[config.mk]
export PLATFORM = sky130hd
export DESIGN_NAME = data_bus_hub
export DESIGN_NICKNAME = d
export VERILOG_FILES = /design/src/rtl/data_bus_hub.sv
export SDC_FILE = /design/constraint.sdc
export NUM_CORES = 1
export LEC_CHECK = 0
export ABC_AREA = 1
export BUFFER_PORTS_ARGS = -buffer_cell sky130_fd_sc_hd__buf_2
export CAP_MARGIN = 25
export CORE_MARGIN = 2
export CORE_UTILIZATION = 54
export DETAILED_ROUTE_END_ITERATION = 10
export PLACE_DENSITY = 0.91
export RECOVER_POWER = 50
export SYNTH_ARGS = -nofsm -noshare
export SYNTH_HDL_FRONTEND = slang
export SYNTH_SLANG_ARGS = --single-unit
[constraint.sdc]
create_clock -name clk -period 2.1 [get_ports clk]
set_clock_uncertainty 0.1 [all_clocks]
set_input_delay 0.42 -clock clk [delete_from_list [all_inputs] [get_ports clk]]
set_output_delay 0.42 -clock clk [all_outputs]
set_load 0.02 [all_outputs]
[src/rtl/data_bus_hub.sv]
// Data-bus slave: decodes core accesses to the external sync RAM or to the LED/switch/timer
// peripheral block, and returns read data with a uniform one-cycle latency.
module data_bus_hub #(
    parameter int          RAM_AW      = 12,
    parameter logic [31:0] PERIPH_BASE = 32'h8000_0000,
    parameter int          LED_W       = 16,
    parameter int          SW_W        = 16,
    parameter int          PRESCALE    = 1
) (
    input  logic              clk,
    input  logic              rst_n,
    input  logic              bus_re,
    input  logic [3:0]        bus_we,
    input  logic [31:0]       bus_addr,
    input  logic [31:0]       bus_wdata,
    output logic [31:0]       bus_rdata,
    output logic              ram_en,
    output logic [3:0]        ram_we,
    output logic [RAM_AW-1:0] ram_addr,
    output logic [31:0]       ram_wdata,
    input  logic [31:0]       ram_rdata,
    output logic [LED_W-1:0]  led_out,
    input  logic [SW_W-1:0]   sw_in,
    output logic              timer_irq
);

    localparam int PW = (PRESCALE > 1) ? $clog2(PRESCALE) : 1;

    typedef enum logic [1:0] {SEL_NONE, SEL_RAM, SEL_PERIPH} sel_t;

    function automatic logic [31:0] merge_bytes(input logic [31:0] old, input logic [31:0] wd,
                                                input logic [3:0] we);
        logic [31:0] r;
        r = old;
        for (int b = 0; b < 4; b++)
            if (we[b]) r[8*b +: 8] = wd[8*b +: 8];
        return r;
    endfunction

    logic             is_ram, is_periph, wr_p;
    logic [5:0]       off;
    logic [LED_W-1:0] led_q;
    logic [SW_W-1:0]  sw_s1, sw_s2;
    logic [2:0]       ctrl_q;
    logic [31:0]      cnt_q, cmp_q;
    logic             match_q;
    logic [PW-1:0]    psc_q;
    logic             tick, hit;
    logic [31:0]      rd_val, periph_q;
    sel_t             sel_q;
    logic [31:0]      led_wr, ctrl_wr, cnt_wr, cmp_wr;
    logic             unused_addr_lsb;

    assign is_ram    = ~bus_addr[31];
    assign is_periph = (bus_addr[31:8] == PERIPH_BASE[31:8]);
    assign off       = bus_addr[7:2];
    assign wr_p      = is_periph & (|bus_we);
    assign unused_addr_lsb = ^bus_addr[1:0];

    assign ram_en    = is_ram & (bus_re | (|bus_we));
    assign ram_we    = is_ram ? bus_we : 4'b0;
    assign ram_addr  = bus_addr[RAM_AW+1:2];
    assign ram_wdata = bus_wdata;

    assign led_out   = led_q;
    assign timer_irq = match_q & ctrl_q[2];

    assign led_wr  = merge_bytes(32'(led_q), bus_wdata, bus_we);
    assign ctrl_wr = merge_bytes({29'b0, ctrl_q}, bus_wdata, bus_we);
    assign cnt_wr  = merge_bytes(cnt_q, bus_wdata, bus_we);
    assign cmp_wr  = merge_bytes(cmp_q, bus_wdata, bus_we);

    assign tick = ctrl_q[0] & (psc_q == PW'(PRESCALE - 1));
    assign hit  = (cnt_q == cmp_q);

    always_ff @(posedge clk or negedge rst_n) begin
        if (!rst_n) begin
            sw_s1 <= '0;
            sw_s2 <= '0;
        end else begin
            sw_s1 <= sw_in;
            sw_s2 <= sw_s1;
        end
    end

    always_ff @(posedge clk or negedge rst_n) begin
        if (!rst_n) begin
            led_q  <= '0;
            ctrl_q <= '0;
            cmp_q  <= '0;
        end else if (wr_p) begin
            if (off == 6'h00) led_q  <= led_wr[LED_W-1:0];
            if (off == 6'h02) ctrl_q <= ctrl_wr[2:0];
            if (off == 6'h04) cmp_q  <= cmp_wr;
        end
    end

    // Software CNT write wins over a tick; MATCH set wins over a simultaneous clear.
    always_ff @(posedge clk or negedge rst_n) begin
        if (!rst_n) begin
            psc_q   <= '0;
            cnt_q   <= '0;
            match_q <= 1'b0;
        end else begin
            if (ctrl_q[0]) psc_q <= tick ? '0 : psc_q + 1'b1;
            if (wr_p && off == 6'h03)
                cnt_q <= cnt_wr;
            else if (tick)
                cnt_q <= (hit && ctrl_q[1]) ? 32'd0 : cnt_q + 32'd1;
            if (tick && hit)
                match_q <= 1'b1;
            else if (wr_p && off == 6'h05 && bus_we[0] && bus_wdata[0])
                match_q <= 1'b0;
        end
    end

    always_comb begin
        rd_val = '0;
        case (off)
            6'h00:   rd_val = 32'(led_q);
            6'h01:   rd_val = 32'(sw_s2);
            6'h02:   rd_val = {29'b0, ctrl_q};
            6'h03:   rd_val = cnt_q;
            6'h04:   rd_val = cmp_q;
            6'h05:   rd_val = {31'b0, match_q};
            default: rd_val = '0;
        endcase
    end

    // Peripheral value is captured with the select so it reflects pre-write state.
    always_ff @(posedge clk or negedge rst_n) begin
        if (!rst_n) begin
            sel_q    <= SEL_NONE;
            periph_q <= '0;
        end else begin
            if (bus_re)
                sel_q <= is_ram ? SEL_RAM : (is_periph ? SEL_PERIPH : SEL_NONE);
            else
                sel_q <= SEL_NONE;
            if (bus_re && is_periph) periph_q <= rd_val;
        end
    end

    always_comb begin
        bus_rdata = '0;
        case (sel_q)
            SEL_RAM:    bus_rdata = ram_rdata;
            SEL_PERIPH: bus_rdata = periph_q;
            default:    bus_rdata = '0;
        endcase
    end

endmodule

==> impl_summary.txt <==
----------------------------------------------------
[Floorplan]
  Die height ... around 130 um
  I/O pins ... 217
  Area of the placeable core ... 16000 um^2
  Overall die width ... 133 um
  Initial cell density of the core ... 55.8%
  Number of core rows ... 46
  Die area ... 17600 um^2

[Routing]
  Routed wirelength normalized by instance count ... about 19 um
  Drt via density ... 5.69
  DRC errors left ... 0
  Detailed Route Iter0 Violations ... 818
  Antenna-violating nets left ... 0
  Total routed wirelength ... 30.3 mm
  Detailed-router iteration count before antenna repair ... 6
  Vias ... around 9200

[Pwr]
  Pleak ... 5.47 nW
  Maximum VDD drop ... 653 uV
  Post-layout power ... 6.50 mW
  Power density normalized to cell area ... between 500 and 600 nW/um^2

[STA]
  Max Freq ... 439 MHz
  Total count of max-transition violations in the final report ... 0
  Transition at the pin with the smallest max-transition slack ... 0.911 ns
  RSZ-0062 raised after global routing ... true
  Count of final setup violators ... 32
  Hold Slack ... about 0.15 ns
  Post-route fraction of the period consumed by the critical path ... 109%
  Post-layout min period ... 2.28 ns
  Worst-case setup margin in the final layout ... -0.180 ns
  Total count of hold-check failures in the final report ... 0
  Worst slew margin relative to its limit ... between 30% and 40%
  Total negative setup slack ... -3.48 ns

[Cells and area]
  Area Overhead vs Synth ... 28.7%
  Most frequent standard cell in the layout excluding fill and tap cells ... sky130_fd_sc_hd__nand2_1
  Final Cell Area ... 11500 um^2
  Fraction of final layout cells sized beyond drive strength 1 ... approximately 28%
  Commonest non-fill, non-tap cells in the layout ... sky130_fd_sc_hd__nand2_1 (295), sky130_fd_sc_hd__buf_2 (166), sky130_fd_sc_hd__dfrtp_1 (149)
  Utilization of the core after routing ... 71.8%
  Number of nets in the finished design ... 1513
  Total inserted antenna cells ... 0

[Placement]
  Area after detailed placement ... roughly 10000 um^2
  Buffers added on ports ... 214
  Post-DP HPWL ... a little over 20 mm
  Final weighted congestion in routability-driven placement ... 0.993

[Logic synthesis]
  Unique cell type count in the Yosys netlist ... 41
  Post-synth net total ... 1292
  Seq cells post-synth ... between 150 and 200
  Post-Syn Area per Cell ... 7.62 um^2
  Post-synthesis async set-or-reset flop share ... 100%
  Primary flip-flop cell chosen by synthesis mapping ... sky130_fd_sc_hd__dfrtp_1
  Cell area after technology mapping ... 8920 um^2
  Count of flip-flops with a built-in enable after synthesis ... 0
  Count of yosys warnings during synthesis ... 0
  Sequential fraction of the synthesis area ... 42.4%
  Post-Synthesis Cells ... 1170

[Global routing]
  Number of global-route vias before repair ... 8594
  Final global-route overflow total ... 0
  Largest net degree at the start of global routing ... 51
  Wire length of the first global-routing pass ... 44.5 mm
  Total global-route track usage ... 32.3%
  Initial antenna violation count ... 0

[Critical path]
  Kind of launch point of the worst setup path ... register
  Critical Path RT ... between 1.5 and 2 ns
  Data arrival time of the critical path ... 1.76 ns
  Maximum fanout along the worst path ... 16
  Worst Setup End Kind ... output port
  CP Class ... reg2out

[Clock network]
  Total clock buffers created by CTS ... 17
  Root buffer cell ... sky130_fd_sc_hd__clkbuf_16
  Clock tree from TritonCTS ... built
  Clk Latency, worst-skew pair ... 0.43 ns
  Number of clock sinks ... between 150 and 200
  Deepest level of the CTS H-tree ... 4
  Maximum number of buffers from clock root to sink ... 2
  Post-CTS clock slew at the launch and capture registers of the worst setup and hold paths ... 0.06 ns

[Worst hold path]
  Class of the tightest hold or removal check ... in2reg

[Run]
  Max-cap violations ... 0

[Outcome]
  Failing checks ... setup timing
  Outcome ... complete, but fails checks

----------------------------------------------------
==> kinds of logic (layout without fill, tap and decap cells) <==
kind of cell | after synthesis | in the layout | share of synthesized area [%]
AND/OR/NAND/NOR | 544 | 544 | 27.3
AO/OA/AOI/OAI | 233 | 233 | 14.7
buffers and inverters | 200 | 434 | 11.4
flip-flops | 151 | 151 | 42.4
XOR/XNOR | 39 | 39 | 3.83
adder cells (fa/ha/maj) | 3 | 3 | 0.421
==> area by class of cell <==
| type | count | area [um^2] |
|---|---|---|
| timing repair buffer | 304 | 2120 |
| multi-input combinational | 819 | 4370 |
| inverter | 98 | 375 |
| fill | 1152 | 4520 |
| clock inverter | 14 | 143 |
| tap | 216 | 270 |
| clock buffer | 18 | 429 |
| sequential | 151 | 3780 |
==> sequential cells by signal (all words and copies together) (netlist names) <==
signal and cells:
periph_q 32, sw_s2 16, sw_s1 16, ctrl_q 3, match_q 1, psc_q 1, led_out 16, cmp_q 32
cnt_q 32, sel_q 2
==> report_power, final <==
part	internal [mW]	total, mW	switching [mW]
Sequential	2.94	2.95	0.0110
Clock	1.66	2.99	1.33
Combinational	0.212	0.564	0.351
Total	4.81	6.50	1.69
==> metrics by stage <==
stage | setup WS [ns] | cells
6_report | -0.180 | 1620
4_1_cts | -0.0885 | 1616
2_1_floorplan | 0.257 | 1170
5_1_grt | -0.206 | 1620
3_5_place_dp | -0.0411 | 1563
3_3_place_gp | 0.00155 | 1563
==> metal layers <==
metal	global-route usage [%]	part of all wire (%)	routed length, um	vias to the layer above
met5	0	0	0	-
met3	6.82	8.4	2550	123
met1	40.8	38	11600	4355
li1	-	-	-	4187
met4	12.7	4.5	1370	0
met2	54.5	49	14800	555
==> path summary, 6_finish.rpt <==
path                                           start                 endpoint  cells after the start  slack (ns)
min in group asynchronous                      rst_n    cnt_q[18]$_DFFE_PN0P_                      2        0.56
max in group asynchronous                      rst_n  periph_q[1]$_DFFE_PN0P_                      3        0.16
worst max-delay path              sel_q[1]$_DFF_PN0_             bus_rdata[8]                      6       -0.18
worst max register to register  cnt_q[4]$_DFFE_PN0P_    cnt_q[10]$_DFFE_PN0P_                     11        0.14
worst min-delay path                          bus_re       sel_q[0]$_DFF_PN0_                      3        0.15
worst min register to register    sw_s1[3]$_DFF_PN0_       sw_s2[3]$_DFF_PN0_                      0        0.24
==> cell usage after synthesis, types with 6 or more instances <==
master,number,area [um^2]
sky130_fd_sc_hd__nand3_1,44,220
sky130_fd_sc_hd__o21ai_1,53,265
sky130_fd_sc_hd__buf_6,6,67.6
sky130_fd_sc_hd__nand2_2,8,50.1
sky130_fd_sc_hd__clkbuf_1,21,78.8
sky130_fd_sc_hd__a21o_1,10,75.1
sky130_fd_sc_hd__nor3_1,9,45.0
sky130_fd_sc_hd__xnor2_1,24,210
sky130_fd_sc_hd__inv_1,92,345
sky130_fd_sc_hd__nand2_1,304,1140
sky130_fd_sc_hd__buf_4,47,353
sky130_fd_sc_hd__dfrtp_1,151,3780
sky130_fd_sc_hd__nand3b_1,12,90.1
sky130_fd_sc_hd__a21oi_1,100,500
sky130_fd_sc_hd__nor2_2,7,43.8
sky130_fd_sc_hd__a22oi_1,39,293
sky130_fd_sc_hd__nor2_1,133,499
sky130_fd_sc_hd__xor2_1,15,131
sky130_fd_sc_hd__o21ai_0,24,120
sky130_fd_sc_hd__buf_2,25,125
==> critical path, stage by stage (launching register included) <==
cell and delay [ns]:
sky130_fd_sc_hd__dfrtp_1 0.38, sky130_fd_sc_hd__buf_6 0.11, sky130_fd_sc_hd__ha_4 0.22, sky130_fd_sc_hd__buf_16 0.17
sky130_fd_sc_hd__nand2_1 0.10, sky130_fd_sc_hd__a21oi_2 0.18, sky130_fd_sc_hd__buf_4 0.17
==> repair_timing <==
action / in CTS / in global routing
buffers inserted: 2 / 0
endpoints found under the hold margin: 45 / 1
resized for setup: 59 / 55
hold buffers: 16 / 1
setup endpoints to repair: 32 / 40
cloned: 3 / 3
pin swaps: 3 / 1
Power figures use the tool's default switching activity.
